<file path="src/rtl/ecc_pkg.sv">
// -----------------------------------------------------------------------------
// ecc_pkg
// Shared constants and types for the GF(2^163) point-arithmetic datapath
// (adder, multiplier, divider).
//
// Contents:
//   M       field degree (163)
//   F_POLY  full reduction polynomial f(x) = x^163 + x^7 + x^6 + x^3 + 1
//   F_LOW   f(x) with the leading term dropped (bits 7,6,3,0)
//   div_state_t  divider FSM states
// -----------------------------------------------------------------------------
package ecc_pkg;

  localparam int M = 163;

  localparam logic [M:0]   F_POLY = (164'd1 << M) | 164'hC9;
  localparam logic [M-1:0] F_LOW  = 163'hC9;

  typedef enum logic {
    IDLE = 1'b0,
    RUN  = 1'b1
  } div_state_t;

endpackage

</file>
<file path="src/rtl/ff_div_x.sv">
// -----------------------------------------------------------------------------
// ff_div_x
// Purely combinational division by x in GF(2^163): h = g * x^-1 mod f(x).
// Used by the divider for both accumulators and reusable by point halving.
//
// Ports:
//   g  in  [M-1:0]  field element
//   h  out [M-1:0]  g / x mod f
// -----------------------------------------------------------------------------
module ff_div_x
  import ecc_pkg::*;
(
  input  logic [M-1:0] g,
  output logic [M-1:0] h
);

  logic [M-1:0] g_plus_f;

  // Adding f clears bit 0 of an odd g; the x^163 term of f lands in bit 162
  // after the shift, which is why the top bit is forced to 1.
  assign g_plus_f = g ^ F_LOW;

  always_comb begin
    h = {1'b0, g[M-1:1]};
    if (g[0]) begin
      h = {1'b1, g_plus_f[M-1:1]};
    end
  end

endmodule

</file>
<file path="src/rtl/ff_divider.sv">
// -----------------------------------------------------------------------------
// ff_divider
// Sequential GF(2^163) divider: c = a * b^-1 mod f(x), using the binary
// extended Euclidean algorithm with one elementary step per clock.
//
// Invariants held while running: g1 * b == a * u and g2 * b == a * v (mod f).
// When u or v reaches 1, the matching accumulator is the quotient.
//
// Handshake: start is a single-cycle request sampled together with a and b;
// it is accepted only while the FSM is IDLE (busy low) and ignored otherwise.
// busy is high from the cycle after an accepted start up to, but not
// including, the done cycle. done is a one-cycle pulse; c and err are valid
// with done and held until overwritten by the next completed operation.
//
// Ports:
//   clk    in   clock, rising edge
//   rst    in   synchronous active-high reset
//   start  in   request pulse
//   a      in   [M-1:0] dividend
//   b      in   [M-1:0] divisor
//   busy   out  operation in flight
//   done   out  result pulse
//   c      out  [M-1:0] quotient
//   err    out  divide-by-zero (b == 0)
//
// The FSM state register state_q is the observation point for checkers.
// -----------------------------------------------------------------------------
module ff_divider
  import ecc_pkg::*;
#(
  parameter int M = ecc_pkg::M  // fixed at 163; other values unsupported
) (
  input  logic         clk,
  input  logic         rst,
  input  logic         start,
  input  logic [M-1:0] a,
  input  logic [M-1:0] b,
  output logic         busy,
  output logic         done,
  output logic [M-1:0] c,
  output logic         err
);

  div_state_t   state_q, state_d;
  logic [M:0]   u_q, u_d;
  logic [M:0]   v_q, v_d;
  logic [M-1:0] g1_q, g1_d;
  logic [M-1:0] g2_q, g2_d;
  logic [M-1:0] c_q, c_d;
  logic         err_q, err_d;
  logic         done_q, done_d;

  logic [M-1:0] g1_half, g2_half;
  logic         u_is_one, v_is_one;
  logic         u_gt_v;

  ff_div_x u_div_x_g1 (
    .g (g1_q),
    .h (g1_half)
  );

  ff_div_x u_div_x_g2 (
    .g (g2_q),
    .h (g2_half)
  );

  localparam logic [M:0] ONE = {{M{1'b0}}, 1'b1};

  assign u_is_one = (u_q == ONE);
  assign v_is_one = (v_q == ONE);
  // Plain integer compare stands in for a degree compare: a larger value
  // never has a smaller degree, and for equal degrees either branch works.
  assign u_gt_v   = (u_q > v_q);

  always_comb begin
    state_d = state_q;
    u_d     = u_q;
    v_d     = v_q;
    g1_d    = g1_q;
    g2_d    = g2_q;
    c_d     = c_q;
    err_d   = err_q;
    done_d  = 1'b0;

    case (state_q)
      IDLE: begin
        if (start) begin
          if (b == '0) begin
            // No inverse exists; report immediately without entering RUN.
            c_d    = '0;
            err_d  = 1'b1;
            done_d = 1'b1;
          end else begin
            u_d     = {1'b0, b};
            v_d     = F_POLY;
            g1_d    = a;
            g2_d    = '0;
            state_d = RUN;
          end
        end
      end

      RUN: begin
        if (u_is_one) begin
          c_d     = g1_q;
          err_d   = 1'b0;
          done_d  = 1'b1;
          state_d = IDLE;
        end else if (v_is_one) begin
          c_d     = g2_q;
          err_d   = 1'b0;
          done_d  = 1'b1;
          state_d = IDLE;
        end else if (!u_q[0]) begin
          u_d  = u_q >> 1;
          g1_d = g1_half;
        end else if (!v_q[0]) begin
          v_d  = v_q >> 1;
          g2_d = g2_half;
        end else if (u_gt_v) begin
          u_d  = u_q ^ v_q;
          g1_d = g1_q ^ g2_q;
        end else begin
          v_d  = v_q ^ u_q;
          g2_d = g2_q ^ g1_q;
        end
      end

      default: begin
        state_d = IDLE;
      end
    endcase
  end

  always_ff @(posedge clk) begin
    if (rst) begin
      state_q <= IDLE;
      u_q     <= '0;
      v_q     <= '0;
      g1_q    <= '0;
      g2_q    <= '0;
      c_q     <= '0;
      err_q   <= 1'b0;
      done_q  <= 1'b0;
    end else begin
      state_q <= state_d;
      u_q     <= u_d;
      v_q     <= v_d;
      g1_q    <= g1_d;
      g2_q    <= g2_d;
      c_q     <= c_d;
      err_q   <= err_d;
      done_q  <= done_d;
    end
  end

  // busy is exactly "in RUN": it drops on the same edge that raises done.
  assign busy = (state_q == RUN);
  assign done = done_q;
  assign c    = c_q;
  assign err  = err_q;

endmodule

</file>
<file path="config.mk">
export PLATFORM = sky130hd
export DESIGN_NAME = ff_divider
export DESIGN_NICKNAME = d
export VERILOG_FILES = /design/src/rtl/ecc_pkg.sv /design/src/rtl/ff_div_x.sv /design/src/rtl/ff_divider.sv
export SDC_FILE = /design/constraint.sdc
export NUM_CORES = 2
export LEC_CHECK = 0
export CORE_MARGIN = 3
export CORE_UTILIZATION = 40
export DETAILED_ROUTE_END_ITERATION = 8
export HOLD_SLACK_MARGIN = 0.02
export MAX_ROUTING_LAYER = met4
export PLACE_DENSITY = 0.7
export SYNTH_ARGS = -nofsm -noshare
export SYNTH_HDL_FRONTEND = slang
export SYNTH_HIERARCHICAL = 1
export SYNTH_SLANG_ARGS = --single-unit
</file>
<file path="constraint.sdc">
create_clock -name clk -period 4.2 [get_ports clk]
set_input_delay 0.63 -clock clk [delete_from_list [all_inputs] [get_ports clk]]
set_output_delay 0.63 -clock clk [all_outputs]
set_load 0.02 [all_outputs]
</file>
==> metrics.md <==
| Metric | Value |
|---|---|
| Run status | complete, but fails checks |
| Failing checks | slew limit |
| Netlist cell types | 53 |
| Number of synthesized flops with an enable pin | 0 |
| Gr ovfl total | 0 |
| Final Util | 47.2% |
| Die width | ~360 um |
| Clock insertion delay at the later pin of the skew report | between 0.6 and 0.7 ns |
| FFs w/ async S/R, synth | 0% |
| # DRC | 0 |
| Main synth FF type | dfxtp_1 |
| Min Tclk post-route | slightly above 4 ns |
| PnR Total Power | around 26000 uW |
| Worst VDD drop | 0.408 mV |
| Register area | about 16000 um2 |
| # fillers | 11.8k |
| Area occupied by multi-input gates | 27500 um2 |
| Synth top area share | roughly a third |
| Iteration-0 DRC Markers | 4461 |
| Initial antenna violation count | 8 |
| Root Driver | clkbuf_16 |
| Placed wire-length estimate | around 120000 um |
| Setup crit end kind | register |
| CTS tree | done |
| Clk buf depth | 3 |
| # setup viols final | 0 |
| Startpoint types | register |
| Largest net degree at the start of global routing | between 200 and 250 |
| CTS Buf Count | between 90 and 100 |
| Layout cells sized above 1 | a little under an eighth |
| Critical Path AT | about 4.6 ns |
| Worst hold-check path type | register to register |
| FMAX | approximately 0.24 GHz |
| Cells after synthesis | 6080 |
| Routed WL | ~170000 um |
| Clk_skew | roughly 0.038 ns |
| CP Class | register to register |
| Starting Density | between 40 and 50% |
| Die area | 128000 um2 |
| Largest cells by area after synthesis | dfxtp_1 (33%), a211oi_1 (9.7%), a21oi_1 (9.0%) |
| Core ar. | around 120000 um2 |
| Yosys Warn Count | 6 |
| # nets final | 6523 |
| # clock sinks | a little over 800 |
| Drt wl/cell | around 23 um |
| Final antenna-violating net count | 0 |
| Pleak | approximately 0.021 uW |
| Relative slew slack | -4.46% |
| FF+latch count, synth | 820 |
| Post-CTS Hold Fix Bufs | 0 |
| Final Hold Viols | 0 |
| Total of max-cap violations | 0 |
| H-tree levels | 3 |
| Least-Margin Pin Slew | ~1.6 ns |
| Seq/Total Area, Yosys | between 30 and 40% |
| Placed inst area | ~55000 um2 |
| First-pass GRT wire length | 265000 um |
| GPL Wtd Cong | 0.965 |
| PD cells | 452 nW/um2 |
| Finished Cell Area | roughly 58000 um2 |
| Critical path peak fanout | 100 |
| Via count | roughly 47k |
| Total track usage | a little over a quarter |
| Reg clk slew, reported paths | roughly 0.06 ns |
| Hold Worst Slack | around 0.46 ns |
| # port buffers | between 400 and 500 |
| Synth area leader | dfxtp_1 |
| Vias per inst | 6.02 |
| Die Y | 358 um |
| Unrepaired setup endpoints after global routing | false |
| Tcrit/Tclk final | slightly below 100% |
| Vias in the first global route | 44.1k |
| Synthesized cell area | between 40000 and 50000 um2 |
| Mean Syn Cell Area | a little over 8 um2 |
| Most common cell in the synthesized netlist | a21oi_1 |
| Area Overhead vs Synth | 16.4% |
| WP data required | between 4 and 5 ns |
| Max-slew violations | 74 |
| Top-level I/O count | slightly below 500 |
| Post-synth net total | between 6k and 7k |
| Router iterations before antenna repair | 6 |
| Num rows | between 100 and 150 |
| Synth top cells by count | a21oi_1 (896), dfxtp_1 (820), a211oi_1 (640), nor2_1 (506), clkbuf_1 (436) |
path summary, 6_finish.rpt:
path | from | cells past startpoint | end | slack (ns)
max | v_q[125] | 15 | g1_q[88] | 0.1
min | c[46] | 2 | c[46] | 0.46
max reg2reg | v_q[125] | 15 | g1_q[88] | 0.1
min reg2reg | c[46] | 2 | c[46] | 0.46
placed cells by master, fill, tap and decap left out, types with 9 or more instances in the layout:
master / synthesis / final
ha_1: 164 / 164
buf_12: 0 / 71
a211oi_2: 21 / 21
buf_4: 320 / 151
a31o_2: 162 / 162
clkbuf_16: 0 / 98
clkbuf_1: 436 / 28
mux2_2: 163 / 163
clkbuf_8: 0 / 17
diode_2: 0 / 9
a22o_1: 321 / 321
nand4_1: 67 / 67
nor4_1: 140 / 137
o21ai_0: 12 / 12
nor2_1: 506 / 506
clkdlybuf4s50_1: 0 / 493
mux2i_1: 164 / 164
nand3_1: 187 / 187
a211oi_1: 640 / 639
inv_1: 333 / 332
xnor2_1: 163 / 163
nor2b_1: 169 / 168
o31ai_1: 22 / 22
nand2_1: 189 / 188
dfxtp_1: 820 / 817
a21oi_1: 896 / 894
clkinv_2: 0 / 10
nor3_1: 14 / 14
layer usage:
layer / global-route usage (%) / up-vias / part of all wire [%]
li1: - / 21800 / -
met1: 34.9 / 22500 / 43
met2: 41.2 / 1899 / 46
met3: 4.27 / 298 / 7.7
met4: 10.0 / 0 / 3.8
met5: - / - / 0
registers in the layout, summed over array words and instances, names as in the netlist:
register / count
g2_q: 163
c: 163
done: 1
u_q: 164
g1_q: 163
v_q: 164
err: 1
busy: 1
critical path: stages (launching register included):
cell and delay [ns]:
dfxtp_1 0.47, inv_1 0.08, ha_1 0.33, a21oi_1 0.17, o31ai_1 0.10, a211oi_1 0.29, buf_4 0.18, o22ai_1 0.12
a2111oi_2 0.46, buf_4 0.19, o31ai_1 0.08, or3_4 0.45, buf_4 0.19, buf_12 0.20, a211oi_1 0.38, a211oi_1 0.08
cells by family (layout without fill, tap and decap cells):
logic type	count (synthesis)	count (layout)	share of synthesized area (%)
AOI/OAI and AO/OA	2106	2106	28.7
and+or+nand+nor	1297	1297	12.4
buffers and inverters	1197	1215	11.7
DFF	820	820	33.0
muxes	327	327	7.00
xor gates and xnor gates	169	169	2.98
adders and majority gates	164	164	4.13
other	0	9	0
metrics by stage:
stage | setup slack [ns] | TNS (ns) | instances
after detailed placement | -0.306 | -118.43 | 7558
after global routing | 0.0336 | 0 | 7729
final | 0.0972 | 0 | 7732
after global placement | -0.350 | -186.89 | 7558
after floorplan | 0.859 | 0 | 6080
after CTS | 0.0794 | 0 | 7723
cell type report:
| cell class | count | share of cell area (%) |
|---|---|---|
| clock buffer | 143 | 4.83 |
| timing repair buffer | 717 | 13.0 |
| tap | 1625 | 3.52 |
| antenna | 9 | 0.0389 |
| multi-input combinational | 4063 | 47.6 |
| clock inverter | 22 | 0.411 |
| inverter | 333 | 2.17 |
| sequential | 820 | 28.4 |
what timing repair did:
action | 4_1_cts | 5_1_grt
endpoints found under the setup margin | 486 | 374
resized for setup | 2 | 7
hold endpoints to repair | 0 | 0
cloned | 0 | 0
buffers inserted | 0 | 0
power breakdown:
group          internal [uW]  total [uW]  switching, uW
Combinational           3290        8500           5220
Clock                   4810        8260           3460
Sequential              8450        9350            895
Total                  16500       26100           9570
(Power assumes the default switching activity.)
